**src/rtl/vbuff_pkg.sv**
```systemverilog
// Shared types and helpers for the two-bank video buffer scheduler.
package vbuff_pkg;

    typedef enum logic {EMPTY, RUN} sched_state_t;

    typedef logic bank_t;

    function automatic int FRAME_PIXELS(input int width, input int height);
        return width * height;
    endfunction

endpackage

```
**src/rtl/vbuff_bank_scheduler_sat_counter.sv**
```systemverilog
// Saturating event counter: counts inc_i pulses and sticks at all-ones.
module sat_counter #(
    parameter int W = 16
) (
    input  logic         pclk,
    input  logic         rst_n,
    input  logic         inc_i,
    output logic [W-1:0] cnt_o
);

    always_ff @(posedge pclk or negedge rst_n) begin
        if (!rst_n)
            cnt_o <= '0;
        else if (inc_i && (cnt_o != {W{1'b1}}))
            cnt_o <= cnt_o + 1'b1;
    end

endmodule

```
**src/rtl/vbuff_bank_scheduler.sv**
```systemverilog
// Ping-pong bank scheduler between a frame writer and a frame reader,
// tracking dropped (overwritten) and repeated (replayed) frames.
module vbuff_bank_scheduler
    import vbuff_pkg::*;
#(
    parameter int WIDTH  = 640,
    parameter int HEIGHT = 480,
    parameter int CNT_W  = 16
) (
    input  logic                                pclk,
    input  logic                                rst_n,
    input  logic                                wr_frame_done_i,
    input  logic                                rd_frame_done_i,
    output logic                                wr_bank_o,
    output logic                                rd_bank_o,
    output logic [$clog2(2*WIDTH*HEIGHT)-1:0]   wr_base_o,
    output logic [$clog2(2*WIDTH*HEIGHT)-1:0]   rd_base_o,
    output logic                                rd_frame_avail_o,
    output logic                                pending_o,
    output logic [CNT_W-1:0]                    drop_cnt_o,
    output logic [CNT_W-1:0]                    repeat_cnt_o
);

    localparam int FP = FRAME_PIXELS(WIDTH, HEIGHT);
    localparam int AW = $clog2(2 * WIDTH * HEIGHT);

    sched_state_t state, next_state;
    bank_t        wr_bank, rd_bank;

    logic swap;
    logic set_pending;
    logic clr_pending;
    logic set_avail;
    logic drop_inc;
    logic repeat_inc;

    always_ff @(posedge pclk or negedge rst_n) begin
        if (!rst_n)
            state <= EMPTY;
        else
            state <= next_state;
    end

    always_comb begin
        next_state = state;
        case (state)
            EMPTY:   if (wr_frame_done_i) next_state = RUN;
            RUN:     next_state = RUN;
            default: next_state = EMPTY;
        endcase
    end

    // A simultaneous wr/rd pulse hands the just-finished frame straight over.
    always_comb begin
        swap        = 1'b0;
        set_pending = 1'b0;
        clr_pending = 1'b0;
        set_avail   = 1'b0;
        drop_inc    = 1'b0;
        repeat_inc  = 1'b0;
        case (state)
            EMPTY: begin
                if (wr_frame_done_i) begin
                    swap      = 1'b1;
                    set_avail = 1'b1;
                end
            end
            RUN: begin
                if (wr_frame_done_i && rd_frame_done_i) begin
                    swap        = 1'b1;
                    clr_pending = 1'b1;
                    drop_inc    = pending_o;
                end else if (wr_frame_done_i) begin
                    set_pending = 1'b1;
                    drop_inc    = pending_o;
                end else if (rd_frame_done_i) begin
                    swap        = pending_o;
                    clr_pending = pending_o;
                    repeat_inc  = ~pending_o;
                end
            end
            default: ;
        endcase
    end

    // Both bank flops toggle together so they can never be equal.
    always_ff @(posedge pclk or negedge rst_n) begin
        if (!rst_n) begin
            wr_bank          <= 1'b0;
            rd_bank          <= 1'b1;
            pending_o        <= 1'b0;
            rd_frame_avail_o <= 1'b0;
        end else begin
            if (swap) begin
                wr_bank <= ~wr_bank;
                rd_bank <= ~rd_bank;
            end
            if (clr_pending)
                pending_o <= 1'b0;
            else if (set_pending)
                pending_o <= 1'b1;
            if (set_avail)
                rd_frame_avail_o <= 1'b1;
        end
    end

    assign wr_bank_o = wr_bank;
    assign rd_bank_o = rd_bank;
    assign wr_base_o = wr_bank ? AW'(FP) : '0;
    assign rd_base_o = rd_bank ? AW'(FP) : '0;

    sat_counter #(.W(CNT_W)) u_drop_cnt (
        .pclk  (pclk),
        .rst_n (rst_n),
        .inc_i (drop_inc),
        .cnt_o (drop_cnt_o)
    );

    sat_counter #(.W(CNT_W)) u_repeat_cnt (
        .pclk  (pclk),
        .rst_n (rst_n),
        .inc_i (repeat_inc),
        .cnt_o (repeat_cnt_o)
    );

endmodule

```
**config.mk**
```make
export PLATFORM = sky130hd
export DESIGN_NAME = vbuff_bank_scheduler
export DESIGN_NICKNAME = d
export VERILOG_FILES = /design/src/rtl/vbuff_pkg.sv /design/src/rtl/vbuff_bank_scheduler_sat_counter.sv /design/src/rtl/vbuff_bank_scheduler.sv
export SDC_FILE = /design/constraint.sdc
export NUM_CORES = 1
export LEC_CHECK = 0
export CORE_MARGIN = 3
export CORE_UTILIZATION = 40
export DETAILED_ROUTE_END_ITERATION = 12
export GPL_TIMING_DRIVEN = 1
export MAX_ROUTING_LAYER = met4
export PLACE_DENSITY = 0.73
export SLEW_MARGIN = 20
export SYNTH_ARGS = -nofsm -noshare
export SYNTH_HDL_FRONTEND = slang
export SYNTH_HIERARCHICAL = 1
export SYNTH_SLANG_ARGS = --single-unit
```
**constraint.sdc**
```tcl
create_clock -name pclk -period 3.45 [get_ports pclk]
set_input_delay 0.69 -clock pclk [delete_from_list [all_inputs] [get_ports pclk]]
set_output_delay 0.69 -clock pclk [all_outputs]
set_load 0.03 [all_outputs]
```
# Word level (Yosys, flattened, before mapping)
# Cells that the tools add are included.
# totals
reg_bits	37
inputBits	4
elab_cells	40
# op_classes
n_addsub	2
n_eq_ne	2
n_mux	21
bitwise	4
reduce_logical	4
# op_table
op	n
19-bit two-way mux	2
16-bit by 1-bit adder with 16-bit output (second input constant)	2
16-bit inequality test (second input constant)	2
1-bit two-way mux	17
1-bit inverter	4
1-bit one-hot mux with 2 select lines	2
1-bit logical AND	3
2-bit nonzero test	1

# Depth between registers and ports, before layout
# Gate-level depths: netlist (run 1).
# logic_depth
depth_word	6
ltp_mapped	6
depth_no_buf	6

# Hierarchy
# The synthesis (run 1) kept the hierarchy.
# by_module_without_submodules
mod	n_inst	cells_per_inst	area_per_inst_um2	seq_area_each_um2
sat_counter	2	72	859.6	400.4
vbuff_bank_scheduler	1	58	510.5	126.4

# Worst setup path after synthesis (run 1)
# No wires, ideal clock.
# synth_timing
kind	input-to-reg
from	in rd_frame_done_i
to	reg u_repeat_cnt.cnt_o[14]
arrival_ns	2.125
required_ns	3.314
setup_slack_ns	1.189
cell_stages	6
n_path_buf	0
path_cell_list	inv_1 -> nor4_1 -> nand2_1 -> nor4_4 -> nand4_1 -> xnor2_1
# synth_between
elab_chain_len	5
elab_cells_between_ends	6
classes_between	mux (4); reduce/logical (2)
# synth_lines
item	line	rtl
start, declared	vbuff_bank_scheduler.sv:13	input logic rd_frame_done_i,
1-bit two-way mux	vbuff_bank_scheduler.sv:76	end else if (rd_frame_done_i) begin
1-bit two-way mux	vbuff_bank_scheduler.sv:73	end else if (wr_frame_done_i) begin
1-bit two-way mux (*)	vbuff_bank_scheduler.sv:69	if (wr_frame_done_i && rd_frame_done_i) begin
1-bit two-way mux (*)	vbuff_bank_scheduler.sv:61	case (state)
via repeat_inc	vbuff_bank_scheduler.sv:35	logic repeat_inc;
1-bit logical AND (*)	vbuff_bank_scheduler_sat_counter.sv:14	else if (inc_i && (cnt_o != {W{1'b1}}))
end signal, assigned	vbuff_bank_scheduler_sat_counter.sv:15	cnt_o <= cnt_o + 1'b1;
end, declared	vbuff_bank_scheduler_sat_counter.sv:8	output logic [W-1:0] cnt_o
# The timed path passes the listed nets; every way through them passes the cells marked *.
# A chain may end at the register's enable or synchronous reset.

# Final worst setup path (run 1)
# layout_timing
from	reg rd_bank (netlist: rd_bank_o)
to	out rd_base_o[18]
# layout_between
elab_chain_len	1
# layout_lines
item	line	rtl
start, declared	vbuff_bank_scheduler.sv:28	bank_t wr_bank, rd_bank;
start signal, assigned	vbuff_bank_scheduler.sv:96	rd_bank <= ~rd_bank;
19-bit two-way mux	vbuff_bank_scheduler.sv:110	assign rd_base_o = rd_bank ? AW'(FP) : '0;
end, declared	vbuff_bank_scheduler.sv:17	output logic [$clog2(2*WIDTH*HEIGHT)-1:0] rd_base_o,
# Every way passes these cells.

==> impl_summary.txt, run 1 <==
----------------------------------------------------
[Outcome]
  Outcome ... finished clean

[Worst setup path]
  Critical path startpoint ... rd_bank_o
  Max incr delay on CP ... 0.69 ns
  Worst path bufs/invs ... 1
  Cell count of the worst reg-to-reg path ... 7
  CP arrival ... 1.55 ns
  Reg-to-reg slack, setup ... 1.59 ns
  Master of the slowest instance on the critical path ... sky130_fd_sc_hd__clkdlybuf4s50_1
  R2R Path Start ... state
  Crit-path cells ... clkdlybuf4s50_1
  Critical path capture point ... rd_base_o[18]
  Type of the worst setup path ... flop to primary output
  Kind of cell adding the most delay to the critical path ... buffers and inverters
  Reg-to-reg critical path endpoint ... u_repeat_cnt/cnt_o[7]
  Worst path required time ... 2.76 ns
  Worst-path fanout max ... 6
  Nature of the critical path endpoint ... primary output
  Nature of the critical path startpoint ... flop
  Path length in cells of the critical path ... 1

[Hold path]
  Path type of the worst min-delay path ... flop to flop
  Hold Path Origin ... rd_frame_avail_o
  Worst hold path cell count ... 1

[GRT]
  All-Layer GR Usage ... 14.8%
  Wire length of the first global-routing pass ... 7270 um
  Pin count of the biggest net entering global routing ... 38
  Antenna violations before repair ... 0
  Gr ovfl total ... 0
  Number of global-route vias before repair ... 1,468

[STA]
  Setup repair after global routing missed its margin ... no
  Final Critical Period ... 2.24 ns
  Final slew viol count ... 0
  Final Hold Violating Endpoints ... 0
  Slew @ Worst Pin ... 0.825 ns
  Maximum frequency from static timing analysis ... 446 MHz
  Final setup vio count ... 0
  Worst Skew ... 0.0142 ns
  Worst slew margin relative to its limit ... 45.0%
  Fin Setup TNS ... 0 ns
  Period utilization ... 65.0%

[Drt]
  Count of TritonRoute iterations in the first routing pass ... 5
  Antenna violation net count after detailed routing ... 0
  Count of unresolved DRC violations after routing ... 0
  Number of vias in the routed layout ... 1,664
  Aggregate routed wire length ... 4480 um
  Post-detailed-route wirelength per cell ... 14.0 um
  DR vias/cell ... 5.22
  Drt initial violations ... 115

[Clocking]
  Post-cts gate resize count ... 0
  Largest buffer count on any clock path ... 2
  Clock-pin slew reported for the worst setup and hold paths after clock tree synthesis ... 0.08 ns
  Buffer cell driving the clock tree root ... sky130_fd_sc_hd__clkbuf_8
  Worst-skew pair later-pin latency ... 0.29 ns
  Total CTS buffers ... 5
  Total of hold buffers inserted after clock tree synthesis ... 0
  Clock H-tree levels ... 2
  Number of clock sinks ... 37
  TritonCTS clock tree ... built
  Post-CTS setup-driven buffer insertion count ... 0

[Power]
  Power density over the cells ... 601 mW/mm^2
  Leakage power figure ... 0.00117 uW
  Overall power ... 1620 uW
  Peak supply drop ... 399 uV

[Placement]
  Count of placed standard cells including taps ... 311
  Input/output buffers ... 47
  HPWL after detailed placement ... 3220 um
  GP Congestion ... 0.835

[Floorplan]
  Initial core utilization ... 42.6%
  DIE HEIGHT ... 80.7 um
  Die area ... 0.00651 sq mm
  I/O pin total ... 80
  Core ar. ... 0.00524 sq mm
  DIE WIDTH ... 80.7 um
  Number of placement rows ... 26

[Synthesis]
  Cell type with the largest total area after synthesis ... sky130_fd_sc_hd__dfrtp_1
  Syn_area_per_cell ... 11.0 sq um
  Most frequent cells after synthesis ... sky130_fd_sc_hd__buf_4 (40), sky130_fd_sc_hd__dfrtp_1 (36), sky130_fd_sc_hd__nand4_1 (16)
  Dominant synthesized flop cell ... sky130_fd_sc_hd__dfrtp_1
  Share of the yosys chip area belonging to registers ... 41.6%
  Number of enable-type register cells in the synthesized netlist ... 0
  Fraction of registers with async set or reset after synthesis ... 100%
  Netlist cell types ... 36
  Flip-flop and latch count after synthesis ... 37
  Post-synth design cell area ... 0.00223 sq mm
  Cell count after synthesis ... 202
  Synth Warn # ... 6
  Ranking of synthesized cells by area ... sky130_fd_sc_hd__dfrtp_1 (40%), sky130_fd_sc_hd__buf_4 (13%), sky130_fd_sc_hd__nand4_1 (4.5%), sky130_fd_sc_hd__xnor2_1 (3.9%), sky130_fd_sc_hd__nor4_4 (3.8%)
  Area share of the leading cell type in the synthesized netlist ... 40.4%
  Count leader, synth ... sky130_fd_sc_hd__buf_4

[Layout]
  Number of nets in the layout ... 254
  Sequential cell area ... 927 sq um
  Number of antenna cells inserted ... 0
  Share of final-layout standard cells stronger than drive strength 1 ... 12.9%
  Multi-input logic area ... 0.00111 sq mm
  Number of filler instances in the final layout ... 503
  Area grow syn2layout ... 20.5%
  Count of placed standard cells in the final layout, fillers left out ... 319

[Flow run]
  # Max-Cap Violations ... 0

----------------------------------------------------
cell families after synthesis:
logic type	after synthesis	synth area share (%)
buffers and inverters	42	13.8
DFF	37	41.6
AOI/OAI and AO/OA	35	11.8
and+or+nand+nor	67	24.2
adders and majority gates	2	1.12
xor gates and xnor gates	16	6.28
muxes	2	1.01
other	1	0.168
layer usage:
metal  up-vias  wire, um  share of wire (%)  GRT usage [%]
met3         8       329                7.4           3.25
li1        769         -                  -              -
met4         0        48                1.1           4.39
met2        81      2070                 46           21.7
met1       806      2030                 45           20.4
met5         -         0                  0              -
sequential cells by signal, summed over array words and instances (netlist names):
signal / cells
pending_o: 1
rd_bank_o: 1
rd_frame_avail_o: 1
state: 1
u_drop_cnt/cnt_o: 16
u_repeat_cnt/cnt_o: 16
wr_bank_o: 1
through the flow:
stage	hold slack (ns)	util, %	instance area [sq um]	worst slack (ns)
after global routing	0.490	51.3	2690	1.09
after floorplan	0.394	-	2350	1.19
after detailed placement	0.451	49.8	2610	0.924
after CTS	0.469	51.3	2690	1.18
after global placement	0.443	49.8	2610	0.959
final	0.463	51.3	2690	1.21
layout by cell type, fill, tap and decap left out, types with 4 or more instances in the layout:
cell                              count
sky130_fd_sc_hd__conb_1              32
sky130_fd_sc_hd__nand3_1             10
sky130_fd_sc_hd__dfrtp_1             36
sky130_fd_sc_hd__clkdlybuf4s50_1     46
sky130_fd_sc_hd__a31oi_1              6
sky130_fd_sc_hd__o21a_1              10
sky130_fd_sc_hd__clkbuf_8             5
sky130_fd_sc_hd__nand4_1             16
sky130_fd_sc_hd__nor2_1               4
sky130_fd_sc_hd__xor2_1               6
sky130_fd_sc_hd__xnor2_1             10
sky130_fd_sc_hd__nand2_1              8
sky130_fd_sc_hd__a21oi_1              8
sky130_fd_sc_hd__and3_1               4
sky130_fd_sc_hd__nor4_4               4
layout make-up:
cell class              instances  share of cell area (%)
multi-input cells             154                    41.3
flip-flops and latches         37                    34.5
repair buffers                 48                    17.6
well taps                      70                    3.26
clock buffers                   7                    2.84
inverters                       2                   0.279
clock inverters                 1                   0.186
worst min path at each step:
stage,end
2_1_floorplan,pending_o
3_3_place_gp,rd_frame_avail_o
3_5_place_dp,rd_frame_avail_o
4_1_cts,rd_frame_avail_o
5_1_grt,rd_frame_avail_o
6_report,rd_frame_avail_o
where the power goes:
group / internal (uW) / switching [uW]
clock network: 142 / 150
registers: 512 / 129
logic: 265 / 419
(Power assumes the default switching activity.)
==> run 2: changes to the inputs <==
==> constraint.sdc (replaced) <==
create_clock -name pclk -period 2.2 [get_ports pclk]
set_input_delay 0.44 -clock pclk [delete_from_list [all_inputs] [get_ports pclk]]
set_output_delay 0.44 -clock pclk [all_outputs]
set_load 0.03 [all_outputs]
==> run 2 against run 1 <==
Against the previous run:
- via count shrank 0.42%
- sequential power grew 56%
- die area is the same
- sequential cell count is the same
- first-iteration DRC count shrank 37%
- routed wire length shrank 0.25%
==> impl_summary.txt, run 2 (synthesis gave the netlist of run 1 again) <==
----------------------------------------------------
[Outcome]
  Outcome ... finished clean

[Floorplan]
  DIE WIDTH ... 80.7 um (unchanged)
  Initial core utilization ... 42.6% (unchanged)
  Core ar. ... 0.00524 sq mm (unchanged)
  Number of placement rows ... 26 (unchanged)
  I/O pin total ... 80 (unchanged)
  DIE HEIGHT ... 80.7 um (unchanged)
  Die area ... 0.00651 sq mm (unchanged)

[Worst setup path]
  Worst path required time ... 1.76 ns (-1.00 ns)
  CP arrival ... 1.55 ns (about the same)
  Kind of cell adding the most delay to the critical path ... buffers and inverters
  R2R Path Start ... state
  Crit-path cells ... clkdlybuf4s50_1
  Cell count of the worst reg-to-reg path ... 7 (unchanged)
  Worst-path fanout max ... 6 (unchanged)
  Master of the slowest instance on the critical path ... sky130_fd_sc_hd__clkdlybuf4s50_1
  Type of the worst setup path ... flop to primary output
  Nature of the critical path endpoint ... primary output
  Worst path bufs/invs ... 1 (unchanged)
  Max incr delay on CP ... 0.69 ns (about the same)
  Reg-to-reg critical path endpoint ... u_repeat_cnt/cnt_o[14]
  Reg-to-reg slack, setup ... 0.36 ns (-1.23 ns)
  Nature of the critical path startpoint ... flop

[STA]
  Worst Skew ... 0.00985 ns (-0.00436 ns)
  Worst slew margin relative to its limit ... 46.6% (+1.5 points)
  Slew @ Worst Pin ... 0.802 ns (-0.0232 ns)
  Maximum frequency from static timing analysis ... 502 MHz
  Setup repair after global routing missed its margin ... no
  Final Critical Period ... 1.99 ns
  Final setup vio count ... 0 (unchanged)
  Final slew viol count ... 0 (unchanged)
  Setup slack of the critical path after layout ... 0.209 ns (-0.997 ns)
  Final Hold Violating Endpoints ... 0 (unchanged)
  Period utilization ... 90.5%
  Worst-case hold slack ... 0.237 ns (-0.226 ns)
  Fin Setup TNS ... 0 ns (unchanged)

[Layout]
  Number of nets in the layout ... 257 (+1.2%)
  Largest registers ... u_drop_cnt/cnt_o (16), u_repeat_cnt/cnt_o (16)
  Post-Layout Inst Area ... 0.00272 sq mm (+1.3%)
  Share of the core filled with cells in the final layout ... 52.0% (+0.67 points)
  Area grow syn2layout ... 22.1%
  Most frequent standard cell in the layout excluding fill and tap cells ... sky130_fd_sc_hd__clkdlybuf4s50_1
  Share of final-layout standard cells stronger than drive strength 1 ... 14.3% (+1.4 points)
  Number of antenna cells inserted ... 0 (unchanged)
  Leading cell types in the layout, fill and taps excluded ... sky130_fd_sc_hd__clkdlybuf4s50_1 (46), sky130_fd_sc_hd__dfrtp_1 (36), sky130_fd_sc_hd__conb_1 (32)

[Clocking]
  Largest buffer count on any clock path ... 2 (unchanged)
  Clock H-tree levels ... 2 (unchanged)
  Total CTS buffers ... 5 (unchanged)
  Post-cts gate resize count ... 0 (unchanged)
  TritonCTS clock tree ... built
  Buffer cell driving the clock tree root ... sky130_fd_sc_hd__clkbuf_8
  Number of clock sinks ... 37 (unchanged)
  Worst-skew pair later-pin latency ... 0.29 ns (about the same)
  Clock-pin slew reported for the worst setup and hold paths after clock tree synthesis ... 0.08 ns (about the same)
  Total of hold buffers inserted after clock tree synthesis ... 0 (unchanged)
  Post-CTS setup-driven buffer insertion count ... 0 (unchanged)

[Placement]
  GP Congestion ... 0.871 (+4.3%)
  Place WS ... -0.0226 ns (-0.947 ns)
  Input/output buffers ... 47 (unchanged)
  Area of placed instances ... 0.00263 sq mm (+0.86%)
  HPWL after detailed placement ... 3290 um (+2.3%)

[Drt]
  Antenna violation net count after detailed routing ... 0 (unchanged)
  Aggregate routed wire length ... 4460 um (-0.25%)
  Count of unresolved DRC violations after routing ... 0 (unchanged)
  Drt initial violations ... 73 (-37%)
  Number of vias in the routed layout ... 1,657 (-0.42%)
  Count of TritonRoute iterations in the first routing pass ... 4 (-1)
  Post-detailed-route wirelength per cell ... 13.9 um (-1.2%)
  DR vias/cell ... 5.15 (-1.3%)

[Power]
  Combinational Power Share ... 41.8% (-0.5 points)
  Switching power as a share of total power ... 42.4% (-0.83 points)
  Power density over the cells ... 941 mW/mm^2 (+56%)
  Leakage power figure ... 0.00118 uW (+1.5%)
  Part of the total power dissipated in sequential elements ... 39.0% (-0.6 points)
  Peak supply drop ... 612 uV (+53%)
  Switching component of the power ... 1080 uW (+55%)
  Cell-internal power ... 1480 uW (+61%)
  Share of power burned in the clock network ... 19.2% (+1.2 points)

[GRT]
  Gr ovfl total ... 0 (unchanged)
  Number of global-route vias before repair ... 1,486 (+1.2%)
  Antenna violations before repair ... 0 (unchanged)
  Pin count of the biggest net entering global routing ... 38 (unchanged)
  Wire length of the first global-routing pass ... 7150 um (-1.6%)
  All-Layer GR Usage ... 14.4% (-0.39 points)

[Hold path]
  Path type of the worst min-delay path ... input port to async pin

[Flow run]
  # Max-Cap Violations ... 0 (unchanged)

----------------------------------------------------
-- run 2: cell count changes in the layout (fill, tap and decap cells not counted) --
cell | before | now
sky130_fd_sc_hd__clkbuf_1 | 2 | 1
sky130_fd_sc_hd__buf_4 | 1 | 4
sky130_fd_sc_hd__clkinvlp_4 | 0 | 1
sky130_fd_sc_hd__clkinv_2 | 1 | 0
sky130_fd_sc_hd__clkbuf_8 | 5 | 6
-- run 2: metal layers --
metal  vias up  routed length, um  GRT usage (%)
li1        780                  -              -
met1       807               2010           18.3
met2        64               2150           22.7
met3         6                266           3.25
met4         0                 42           4.73
met5         -                  0              -
-- run 2: worst max path at each step --
stage | from | to | slack [ns] | depth (start not counted)
after floorplan | pending_o | u_repeat_cnt/cnt_o[14] | 0.09 | 5
after global placement | rd_frame_done_i | u_repeat_cnt/cnt_o[14] | -0.005 | 8
after detailed placement | rd_frame_done_i | u_repeat_cnt/cnt_o[14] | -0.02 | 8
after CTS | rd_bank_o | rd_bank_o | 0.19 | 1
after global routing | rd_frame_done_i | u_repeat_cnt/cnt_o[14] | 0.15 | 8
final | rd_bank_o | rd_bank_o | 0.21 | 1
-- run 2: area by class of cell --
type / count / area [sq um]
Clock buffer: 7 / 86.3
Inverter: 2 / 7.51
Fill cell: 502 / 2510
Tap cell: 70 / 87.6
Sequential cell: 37 / 927
Multi-Input combinational cell: 154 / 1110
Timing Repair Buffer: 51 / 495
Clock inverter: 1 / 7.51
-- run 2: per-stage QoR --
step                      power (uW)  std cells
after CTS                       2590        322
after global placement          2080        314
after detailed placement        2090        314
after floorplan                 1760        233
after global routing            2690        322
final                           2560        322
-- run 2: power groups by stage --
stage	Clock (uW)	Sequential, uW	Combinational (uW)
final	491	999	1070
after global routing	539	1020	1130
after CTS	506	999	1080
after global placement	0	1010	1070
after detailed placement	0	1010	1080
after floorplan	0	1210	553
